$ cat src/rtl/av2_itx_pkg.sv
// Shared definitions for the AV2 inverse-transform job scheduler:
// transform type codes, legal block sizes, completion codes, FSM states.
package av2_itx_pkg;

  localparam logic [3:0] TX_DCT_DCT   = 4'd0;
  localparam logic [3:0] TX_ADST_DCT  = 4'd1;
  localparam logic [3:0] TX_DCT_ADST  = 4'd2;
  localparam logic [3:0] TX_ADST_ADST = 4'd3;
  localparam logic [3:0] TX_IDTX      = 4'd9;

  localparam logic [1:0] CPL_ERR_OK      = 2'd0;
  localparam logic [1:0] CPL_ERR_SIZE    = 2'd1;
  localparam logic [1:0] CPL_ERR_TIMEOUT = 2'd2;

  localparam int NUM_SIZES = 5;

  // 64 is listed for completeness; a 6-bit size field can never carry it.
  localparam logic [NUM_SIZES-1:0][6:0] LEGAL_SIZES =
    {7'd64, 7'd32, 7'd16, 7'd8, 7'd4};

  typedef enum logic [2:0] {
    S_IDLE,
    S_LAUNCH,
    S_WAIT_V,
    S_WAIT_D,
    S_CPL
  } sched_state_e;

  function automatic logic size_ok(input logic [5:0] s);
    size_ok = 1'b0;
    for (int i = 0; i < NUM_SIZES; i++) begin
      if ({1'b0, s} == LEGAL_SIZES[i]) size_ok = 1'b1;
    end
  endfunction

endpackage

$ cat src/rtl/av2_rr_arbiter.sv
// Round-robin picker: first set request at or after ptr_i, wrapping.
// Produces a one-hot grant plus the binary index of the winner.
module av2_rr_arbiter #(
  parameter int N = 4,
  localparam int IW = (N > 1) ? $clog2(N) : 1
) (
  input  logic [N-1:0]  req_i,
  input  logic [IW-1:0] ptr_i,
  output logic [N-1:0]  gnt_o,
  output logic [IW-1:0] idx_o,
  output logic          any_o
);

  always_comb begin
    gnt_o = '0;
    idx_o = '0;
    any_o = 1'b0;
    for (int off = 0; off < N; off++) begin
      if (!any_o && req_i[(int'(ptr_i) + off) % N]) begin
        any_o = 1'b1;
        idx_o = IW'((int'(ptr_i) + off) % N);
        gnt_o[(int'(ptr_i) + off) % N] = 1'b1;
      end
    end
  end

endmodule

$ cat src/rtl/av2_itx_job_scheduler.sv
// Shares one inverse-transform engine among NUM_REQ requesters with
// round-robin grant, engine handshake sequencing and a watchdog.
module av2_itx_job_scheduler
  import av2_itx_pkg::*;
#(
  parameter int NUM_REQ     = 4,
  parameter int ID_W        = 4,
  parameter int TIMEOUT_CYC = 8192
) (
  input  logic                    clk,
  input  logic                    rst_n,
  input  logic [NUM_REQ-1:0]      req_valid,
  output logic [NUM_REQ-1:0]      req_ready,
  input  logic [NUM_REQ*6-1:0]    req_w,
  input  logic [NUM_REQ*6-1:0]    req_h,
  input  logic [NUM_REQ*4-1:0]    req_type,
  input  logic [NUM_REQ*16-1:0]   req_ncoeff,
  input  logic [NUM_REQ*ID_W-1:0] req_id,
  output logic                    eng_start,
  output logic [5:0]              eng_tx_width,
  output logic [5:0]              eng_tx_height,
  output logic [3:0]              eng_tx_type,
  output logic [15:0]             eng_num_coeffs,
  input  logic                    eng_valid,
  output logic                    eng_ready,
  input  logic                    eng_done,
  output logic                    cpl_valid,
  input  logic                    cpl_ready,
  output logic [2:0]              cpl_src,
  output logic [ID_W-1:0]         cpl_id,
  output logic [1:0]              cpl_err,
  output logic                    busy
);

  localparam int IW   = (NUM_REQ > 1) ? $clog2(NUM_REQ) : 1;
  localparam int WD_W = $clog2(TIMEOUT_CYC + 1);
  localparam logic [WD_W-1:0] WD_MAX  = WD_W'(TIMEOUT_CYC);
  localparam logic [WD_W-1:0] WD_LAST = WD_W'(TIMEOUT_CYC - 1);

  sched_state_e state_q, state_d;
  logic [IW-1:0]   rr_q, rr_d;
  logic [WD_W-1:0] wd_q, wd_d, wd_inc;
  logic [1:0]      err_q, err_d;
  logic [IW-1:0]   src_q;
  logic [ID_W-1:0] id_q;
  logic [5:0]      w_q, h_q;
  logic [3:0]      t_q;
  logic [15:0]     n_q;

  logic [NUM_REQ-1:0] gnt;
  logic [IW-1:0]      gidx;
  logic               gany;
  logic               take;
  logic               g_ok;
  logic [5:0]         g_w, g_h;
  logic [3:0]         g_t;
  logic [15:0]        g_n;
  logic [ID_W-1:0]    g_id;

  av2_rr_arbiter #(.N(NUM_REQ)) u_arb (
    .req_i (req_valid),
    .ptr_i (rr_q),
    .gnt_o (gnt),
    .idx_o (gidx),
    .any_o (gany)
  );

  assign g_w  = req_w[int'(gidx)*6 +: 6];
  assign g_h  = req_h[int'(gidx)*6 +: 6];
  assign g_t  = req_type[int'(gidx)*4 +: 4];
  assign g_n  = req_ncoeff[int'(gidx)*16 +: 16];
  assign g_id = req_id[int'(gidx)*ID_W +: ID_W];
  assign g_ok = size_ok(g_w) && size_ok(g_h);
  assign take = (state_q == S_IDLE) && gany;

  assign wd_inc = (wd_q == WD_MAX) ? wd_q : wd_q + 1'b1;

  always_comb begin
    state_d = state_q;
    rr_d    = rr_q;
    wd_d    = wd_q;
    err_d   = err_q;
    unique case (state_q)
      S_IDLE: begin
        if (gany) begin
          rr_d = (gidx == IW'(NUM_REQ - 1)) ? '0 : gidx + 1'b1;
          if (g_ok) begin
            state_d = S_LAUNCH;
          end else begin
            state_d = S_CPL;
            err_d   = CPL_ERR_SIZE;
          end
        end
      end
      S_LAUNCH: begin
        wd_d    = '0;
        state_d = S_WAIT_V;
      end
      S_WAIT_V: begin
        // A valid on the last allowed cycle still counts as on time.
        if (eng_valid) begin
          wd_d    = '0;
          state_d = S_WAIT_D;
        end else if (wd_q >= WD_LAST) begin
          state_d = S_CPL;
          err_d   = CPL_ERR_TIMEOUT;
        end else begin
          wd_d = wd_inc;
        end
      end
      S_WAIT_D: begin
        if (eng_done) begin
          state_d = S_CPL;
          err_d   = CPL_ERR_OK;
        end else if (wd_q >= WD_LAST) begin
          state_d = S_CPL;
          err_d   = CPL_ERR_TIMEOUT;
        end else begin
          wd_d = wd_inc;
        end
      end
      S_CPL: begin
        if (cpl_ready) state_d = S_IDLE;
      end
      default: state_d = S_IDLE;
    endcase
  end

  always_ff @(posedge clk or negedge rst_n) begin
    if (!rst_n) begin
      state_q <= S_IDLE;
      rr_q    <= '0;
      wd_q    <= '0;
      err_q   <= CPL_ERR_OK;
    end else begin
      state_q <= state_d;
      rr_q    <= rr_d;
      wd_q    <= wd_d;
      err_q   <= err_d;
    end
  end

  always_ff @(posedge clk or negedge rst_n) begin
    if (!rst_n) begin
      src_q <= '0;
      id_q  <= '0;
      w_q   <= '0;
      h_q   <= '0;
      t_q   <= '0;
      n_q   <= '0;
    end else if (take) begin
      src_q <= gidx;
      id_q  <= g_id;
      w_q   <= g_w;
      h_q   <= g_h;
      t_q   <= g_t;
      n_q   <= g_n;
    end
  end

  // Grant is combinational; masking with rst_n keeps it quiet in reset.
  assign req_ready      = (rst_n && take) ? gnt : '0;
  assign eng_start      = (state_q == S_LAUNCH);
  assign eng_ready      = (state_q == S_WAIT_V) && eng_valid;
  assign cpl_valid      = (state_q == S_CPL);
  assign busy           = (state_q != S_IDLE);
  assign eng_tx_width   = w_q;
  assign eng_tx_height  = h_q;
  assign eng_tx_type    = t_q;
  assign eng_num_coeffs = n_q;
  assign cpl_src        = 3'(src_q);
  assign cpl_id         = id_q;
  assign cpl_err        = err_q;

endmodule

$ cat config.mk
export PLATFORM = sky130hd
export DESIGN_NAME = av2_itx_job_scheduler
export DESIGN_NICKNAME = d
export VERILOG_FILES = /design/src/rtl/av2_itx_pkg.sv /design/src/rtl/av2_rr_arbiter.sv /design/src/rtl/av2_itx_job_scheduler.sv
export SDC_FILE = /design/constraint.sdc
export NUM_CORES = 1
export LEC_CHECK = 0
export CORE_UTILIZATION = 38
export DETAILED_ROUTE_END_ITERATION = 10
export MAX_ROUTING_LAYER = met4
export PLACE_DENSITY = 0.88
export SLEW_MARGIN = 40
export SYNTH_ARGS = -nofsm -noshare
export SYNTH_HDL_FRONTEND = slang
export SYNTH_SLANG_ARGS = --single-unit
$ cat constraint.sdc
create_clock -name clk -period 3.8 [get_ports clk]
set_clock_uncertainty 0.05 [all_clocks]
set_input_delay 0.38 -clock clk [delete_from_list [all_inputs] [get_ports clk]]
set_output_delay 0.38 -clock clk [all_outputs]
set_load 0.005 [all_outputs]
==> results of run 1 <==
-- placed cells by master (no fill, tap or decap), types with 5 or more instances in the layout --
master	count
mux2i_1	49
nand2b_1	6
a21oi_1	15
a21o_1	24
nand4_1	8
nor2b_1	31
dfrtp_1	59
o21ai_0	5
inv_1	8
clkdlybuf4s50_1	199
nor3_1	5
nand2_1	48
xor2_1	11
nand3_1	8
nor4b_1	6
buf_4	8
xnor2_1	5
clkinv_2	5
a211oi_1	52
clkbuf_16	9
nor2_1	31
ha_1	8
mux2_2	5
-- power by group through the flow --
stage,clock (W),combinational (W),sequential [W]
finish,0.000794,0.00345,0.00103
global route,0.000833,0.00379,0.00105
CTS,0.000808,0.00344,0.00103
detailed placement,0,0.00342,0.00104
global placement,0,0.00330,0.00102
floorplan,0,0.00240,0.00104
-- layer usage --
metal / GRT usage (%) / up-vias
li1: - / 2077
met1: 24.0 / 2042
met2: 42.3 / 180
met3: 4.46 / 18
met4: 7.63 / 0
met5: - / -
-- synthesized netlist by cell type, types with 2 or more instances --
library cell	number	area (um2)
a211oi_1	52	390
a21o_1	24	180
a21oi_1	15	75.1
a22oi_1	4	30.0
a311o_1	2	20.0
a31oi_1	4	25.0
and3_1	3	18.8
buf_2	8	40.0
buf_4	9	67.6
buf_6	2	22.5
clkbuf_1	18	67.6
dfrtp_1	59	1480
ha_1	9	113
inv_1	8	30.0
mux2_2	5	56.3
mux2i_1	49	490
mux4_2	2	45.0
nand2_1	48	180
nand2b_1	6	37.5
nand3_1	8	40.0
nand3b_1	4	30.0
nand4_1	8	50.1
nor2_1	32	120
nor2b_1	31	194
nor3_1	5	25.0
nor4_1	2	12.5
nor4b_1	6	52.6
o211ai_1	2	15.0
o21ai_0	5	25.0
o21ai_1	2	10.0
o22ai_1	2	12.5
or2_2	2	12.5
or3_1	2	12.5
xnor2_1	5	43.8
xor2_1	11	96.3
-- cell families after synthesis --
group | Yosys count | synth area share, %
fa+ha+maj | 9 | 2.62
compound gates | 119 | 20.1
mux | 56 | 13.8
xor+xnor | 16 | 3.26
simple gates | 164 | 19.9
flops | 59 | 34.4
other cells | 1 | 0.0873
buf+inv | 47 | 5.86
-- per-stage QoR --
stage               hold slack, ns  setup slack [ns]
CTS                          0.242             0.272
global route                 0.179            0.0644
finish                       0.105             0.309
global placement             0.404             0.246
floorplan                   0.0344             0.111
detailed placement           0.415             0.131
-- registers in the layout (all words and copies together), names as in the netlist --
| register | flops |
|---|---|
| eng_num_coeffs | 16 |
| wd_q | 14 |
| eng_tx_height | 6 |
| eng_tx_width | 6 |
| cpl_id | 4 |
| eng_tx_type | 4 |
| state_q | 3 |
| cpl_err | 2 |
| rr_q | 2 |
| src_q | 2 |
-- path summary, 6_finish.rpt --
kind | startpoint | endpoint | slack (ns) | cells past startpoint
setup / recovery | rr_q[1] | state_q[2] | 0.31 | 12
hold / removal | rst_n | wd_q[7] | 0.10 | 2
setup reg to reg | rr_q[1] | state_q[2] | 0.31 | 12
hold reg to reg | eng_num_coeffs[9] | eng_num_coeffs[9] | 0.42 | 1
max in group asynchronous | rst_n | eng_tx_width[4] | 3.19 | 2
min in group clk | eng_num_coeffs[9] | eng_num_coeffs[9] | 0.42 | 1
-- cell type report --
| class | count | area (um2) | area share, % |
|---|---|---|---|
| repair buffers | 211 | 2120 | 31.7 |
| well taps | 140 | 175 | 2.62 |
| clock buffers | 10 | 239 | 3.58 |
| multi-input cells | 365 | 2580 | 38.7 |
| clock inverters | 6 | 55.1 | 0.825 |
| flip-flops and latches | 59 | 1480 | 22.1 |
| inverters | 8 | 30.0 | 0.450 |
-- timing repair --
action	in CTS	in global routing
setup endpoints to repair	0	1
gates resized for setup	0	2
buffers inserted	0	0
endpoints found under the hold margin	0	0
==> flow_summary_export.csv, run 1 <==
group,metric,value,unit
finish,design_area,6670,um2
place,dp.cells,783,
timing,fin_crit_sh,91.9,%
finish,syn2layout_area_growth,55.4,%
finish,utilization,61.0,%
power,p_total,0.00527,W
drt,wl_met1,4930,um
global_route,antenna_found_initial,0,
timing,finalMaxSlewViolations,0,
yosys,ys_types,52,
worst_setup_path,crit_type,"flip-flop to flip-flop",
worst_setup_path,cp_top_family,"simple AND/OR/NAND/NOR gates",
timing,tightest_slew,0.601,ns
place,post_dp_cell_area,6360,um2
worst_setup_path,max_stage_delay,0.43,ns
worst_setup_path,cp.arrival,3.63,ns
yosys,syn_nets,633,
timing,finalCriticalPeriod,3.49,ns
worst_setup_path,cp_max_fo,17,
clocking,insertion_delay,0.32,ns
yosys,synth_area,4290,um2
global_route,grt_pass1_vias,4314,
drt,vias,4317,
yosys,ys.flop_type,"dfrtp_1",
clocking,cts_root_buf,"clkbuf_16",
place,hpwl,9880,um
global_route,overflow,0,
timing,tns,0,ns
yosys,postSynthCellCount,471,
worst_setup_path,worstSetupEndpointType,"flip-flop",
power,seq_power_share,19.5,%
power,leakage,2.91,nW
timing,rsz0062_at_grt,"no",
job,drv_cap,0,
drt,highest_layer,"met4",
yosys,async_flop_share,100,%
worst_setup_path,start_kind,"flip-flop",
power,p_clk_share,15.0,%
clocking,ctsHtreeMaxLevel,3,
die,placementRows,38,
die,dieArea,11700,um2
yosys,syn_avg_cell_area,9.12,um2
status,status,"completed",
global_route,grt_usage,22.8,%
drt,dr_wl_met3,880,um
die,io_pins,202,
yosys,synth-seq-area-share,34.4,%
worst_setup_path,path_buf_inv,2,
die,start_util,39.3,%
timing,max_freq,286,MHz
die,die_h,108,um
finish,fillCellCount,936,
die,core_area,10900,um2
clocking,cts-buffers-inserted,9,
min_path,hold_class,"primary input to asynchronous set/reset pin",
power,p_comb_share,65.5,%
timing,relSlewSlack,60.0,%
clocking,cts.clk_slew.worst_paths,0.05,ns
finish,drive_above_1_share,6.98,%
power,power_switching_share,41.5,%
clocking,clock-sinks,59,
global_route,grt_max_degree,85,
yosys,yosys_warnings,0,
drt,detail-route-antenna-nets,0,
worst_setup_path,slowest_stage,"ha_2",
yosys,ys_ff_latch,59,
drt,drt-initial-drc-count,284,
power,powerDensity,790,nW/um2
place,port_buffers,200,
global_route,grt_pass1_wl,20100,um
die,die_width,108,um
timing,finalSetupViolCount,0,
yosys,synth_edf_count,0,
timing,hold_viol,0,
drt,wl_met2,6750,um
worst_setup_path,cpMostUsedCell,"mux2i_1",
drt,first_pass_iters,4,
power,irDropWorstVdd,0.000533,V
clocking,cts_max_path_buffers,2,
clocking,cts_tree,"built",
power,p_int,0.00308,W
place,routabilityCongestion,0.891,
drt,viasPerCell,5.40,
power,p_switching,0.00219,W
finish,antenna-diode-count,0,
finish,fin_cells,799,
drt,routedWlPerCell,16.0,um
clocking,cts_hold_buf,0,
finish,num-nets-final,816,
drt,drc,0,
worst_setup_path,path_cells,"inv_1, ha_2, mux4_2, nor2b_4, a2bb2oi_4, buf_4, mux2i_1, mux2i_1, nor4b_1, a311o_1, and4_4, o221ai_2",
worst_setup_path,cp.required,3.94,ns
drt,wl,12800,um
Power figures use the tool's default switching activity.
==> run 2, diff against run 1 <==
==> constraint.sdc (replaced) <==
create_clock -name clk -period 3.8 [get_ports clk]
set_clock_uncertainty 0.05 [all_clocks]
set_input_delay 0.38 -clock clk [delete_from_list [all_inputs] [get_ports clk]]
set_output_delay 0.38 -clock clk [all_outputs]
set_load 0.1 [all_outputs]
==> run 2 against run 1 <==
Compared with the run above:
- design area down 1.8%
- setup slack gained 0.045 ns
- first-iteration DRC count fell by 55%
- critical path type unchanged
- maximum frequency grew 1.3%
- die area unchanged
- sequential power hardly changed
- count of clock-buffer cells in the layout down 1
- sequential share of layout area increased by 0.41 points
- sequential cell count is the same
- largest power group unchanged
- routed wire length down 4.4%
- critical path depth shrank 2
- clock power is 16% higher
==> flow_summary_export.csv, run 2 (same netlist as run 1, synthesis figures left out) <==
group,metric,value,unit
status,status,"completed",
clocking,insertion_delay,0.32,ns
timing,hold_ws,0.119,ns
die,io_pins,202,
timing,finalCriticalPeriod,3.45,ns
die,die_h,108,um
drt,drt-initial-drc-count,128,
finish,seqCellArea,1480,um2
global_route,overflow,0,
clocking,cts_max_path_buffers,2,
power,leakage,2.96,nW
clocking,ctsHtreeMaxLevel,3,
global_route,grt_usage,21.9,%
drt,highest_layer,"met4",
finish,layout_common_cells,"151 x clkdlybuf4s50_1, 59 x dfrtp_1, 52 x a211oi_1",
finish,syn2layout_area_growth,52.6,%
power,irDropWorstVdd,0.000688,V
drt,drc,0,
place,port_buffers,200,
min_path,hold_class,"primary input to asynchronous set/reset pin",
worst_setup_path,worstSetupEndpointType,"flip-flop",
global_route,grt_pass1_vias,4183,
place,dp.cells,784,
worst_setup_path,rrSetupSlack,0.35,ns
worst_setup_path,slowest_stage,"mux2_2",
timing,fin_crit_sh,90.7,%
clocking,post_cts_buffers,0,
drt,detail-route-antenna-nets,0,
worst_setup_path,crit_type,"flip-flop to flip-flop",
finish,drive_above_1_share,14.8,%
job,drv_cap,0,
drt,wl_met1,4830,um
clocking,clock-sinks,59,
worst_setup_path,cp.required,3.94,ns
worst_setup_path,cp_top_family,"simple AND/OR/NAND/NOR gates",
place,routabilityCongestion,0.909,
timing,tns,0,ns
finish,num-nets-final,817,
die,start_util,39.3,%
drt,routedWlPerCell,15.3,um
die,placementRows,38,
finish,multi_input_area,2590,um2
finish,layout.cells.most_common,"clkdlybuf4s50_1",
drt,wl_met2,6340,um
clocking,cts.clk_slew.worst_paths,0.05,ns
timing,hold_viol,0,
place,post_dp_cell_area,6200,um2
die,core_area,10900,um2
drt,first_pass_iters,4,
clocking,cts_root_buf,"clkbuf_16",
clocking,cts_hold_buf,0,
timing,finalSetupViolCount,0,
die,dieArea,11700,um2
die,die_width,108,um
clocking,cts_tree,"built",
worst_setup_path,reg2reg_from,"rr_q[0]",
drt,viasPerCell,5.33,
worst_setup_path,path_cells,"buf_4, or3b_1, a2111oi_2, or3_2, o21ba_2, mux2_2, nor4b_1, a311o_1, and4_4, o221ai_2",
power,p_total,0.00688,W
finish,largest_reg_flops,16,
global_route,grt_pass1_wl,19300,um
drt,vias,4266,
timing,relSlewSlack,62.8,%
power,powerDensity,1050,nW/um2
worst_setup_path,path_buf_inv,1,
timing,rsz0062_at_grt,"no",
finish,fillCellCount,939,
drt,dr_wl_met3,757,um
worst_setup_path,cp.arrival,3.59,ns
worst_setup_path,max_stage_delay,0.42,ns
worst_setup_path,timing.rr.end,"state_q[2]",
drt,wl,12200,um
timing,finalMaxSlewViolations,0,
finish,design_area,6550,um2
place,hpwl,9610,um
clocking,cts-buffers-inserted,9,
worst_setup_path,start_kind,"flip-flop",
global_route,antenna_found_initial,1,
timing,tightest_slew,0.558,ns
clocking,cts_resized,0,
finish,fin_cells,801,
global_route,grt_max_degree,60,
timing,max_freq,290,MHz
worst_setup_path,r2r_cells,10,
worst_setup_path,cp_max_fo,19,
[run 2: changes by cell type in the layout (fill, tap and decap cells not counted), moves of 2 or more]
cell / change
clkdlybuf4s50_1: -48
buf_2: +43
buf_12: +5
nor2_1: -4
nor2_2: +4
clkinv_2: -3
buf_4: +2
bufinv_16: +2
[run 2: area by class of cell]
class / instances / area share [%]
Antenna cell: 1 / 0.0382
Tap cell: 140 / 2.67
Clock buffer: 9 / 3.44
Sequential cell: 59 / 22.5
Clock inverter: 7 / 1.78
Inverter: 8 / 0.458
Timing Repair Buffer: 212 / 29.6
Multi-Input combinational cell: 365 / 39.5
[run 2: worst max-delay path by stage]
stage / startpoint / to / slack (ns) / depth (start not counted)
6_report: rr_q[0] / state_q[2] / 0.35 / 10
5_1_grt: rr_q[0] / state_q[2] / 0.07 / 12
4_1_cts: rr_q[0] / state_q[2] / 0.37 / 10
3_5_place_dp: req_valid[0] / state_q[2] / 0.15 / 10
3_3_place_gp: req_valid[0] / state_q[2] / 0.25 / 13
2_1_floorplan: state_q[0] / wd_q[10] / 0.08 / 5
[run 2: worst reg2reg max path, cell delays in order, from the launching register on]
cell and delay, ns:
dfrtp_1 0.37, buf_4 0.21, or3b_1 0.41, a2111oi_2 0.40
or3_2 0.23, o21ba_2 0.37, mux2_2 0.42, nor4b_1 0.34
a311o_1 0.21, and4_4 0.23, o221ai_2 0.09
[run 2: stage by stage]
step                util, %  setup slack, ns
floorplan                 -           0.0769
global placement       58.7            0.245
detailed placement     56.7            0.147
CTS                    59.9            0.369
global route           59.9           0.0678
finish                 59.9            0.354
[run 2: routing by layer]
| layer | vias up | track usage (%) |
|---|---|---|
| li1 | 2079 | - |
| met5 | - | - |
| met4 | 0 | 8.49 |
| met1 | 1999 | 23.7 |
| met3 | 19 | 4.22 |
| met2 | 169 | 39.4 |
[run 2: power by group]
| group | switching, W | internal [W] |
|---|---|---|
| Clock | 0.000280 | 0.000638 |
| Sequential | 0.000139 | 0.000879 |
| Combinational | 0.00344 | 0.00150 |
| Total | 0.00386 | 0.00302 |
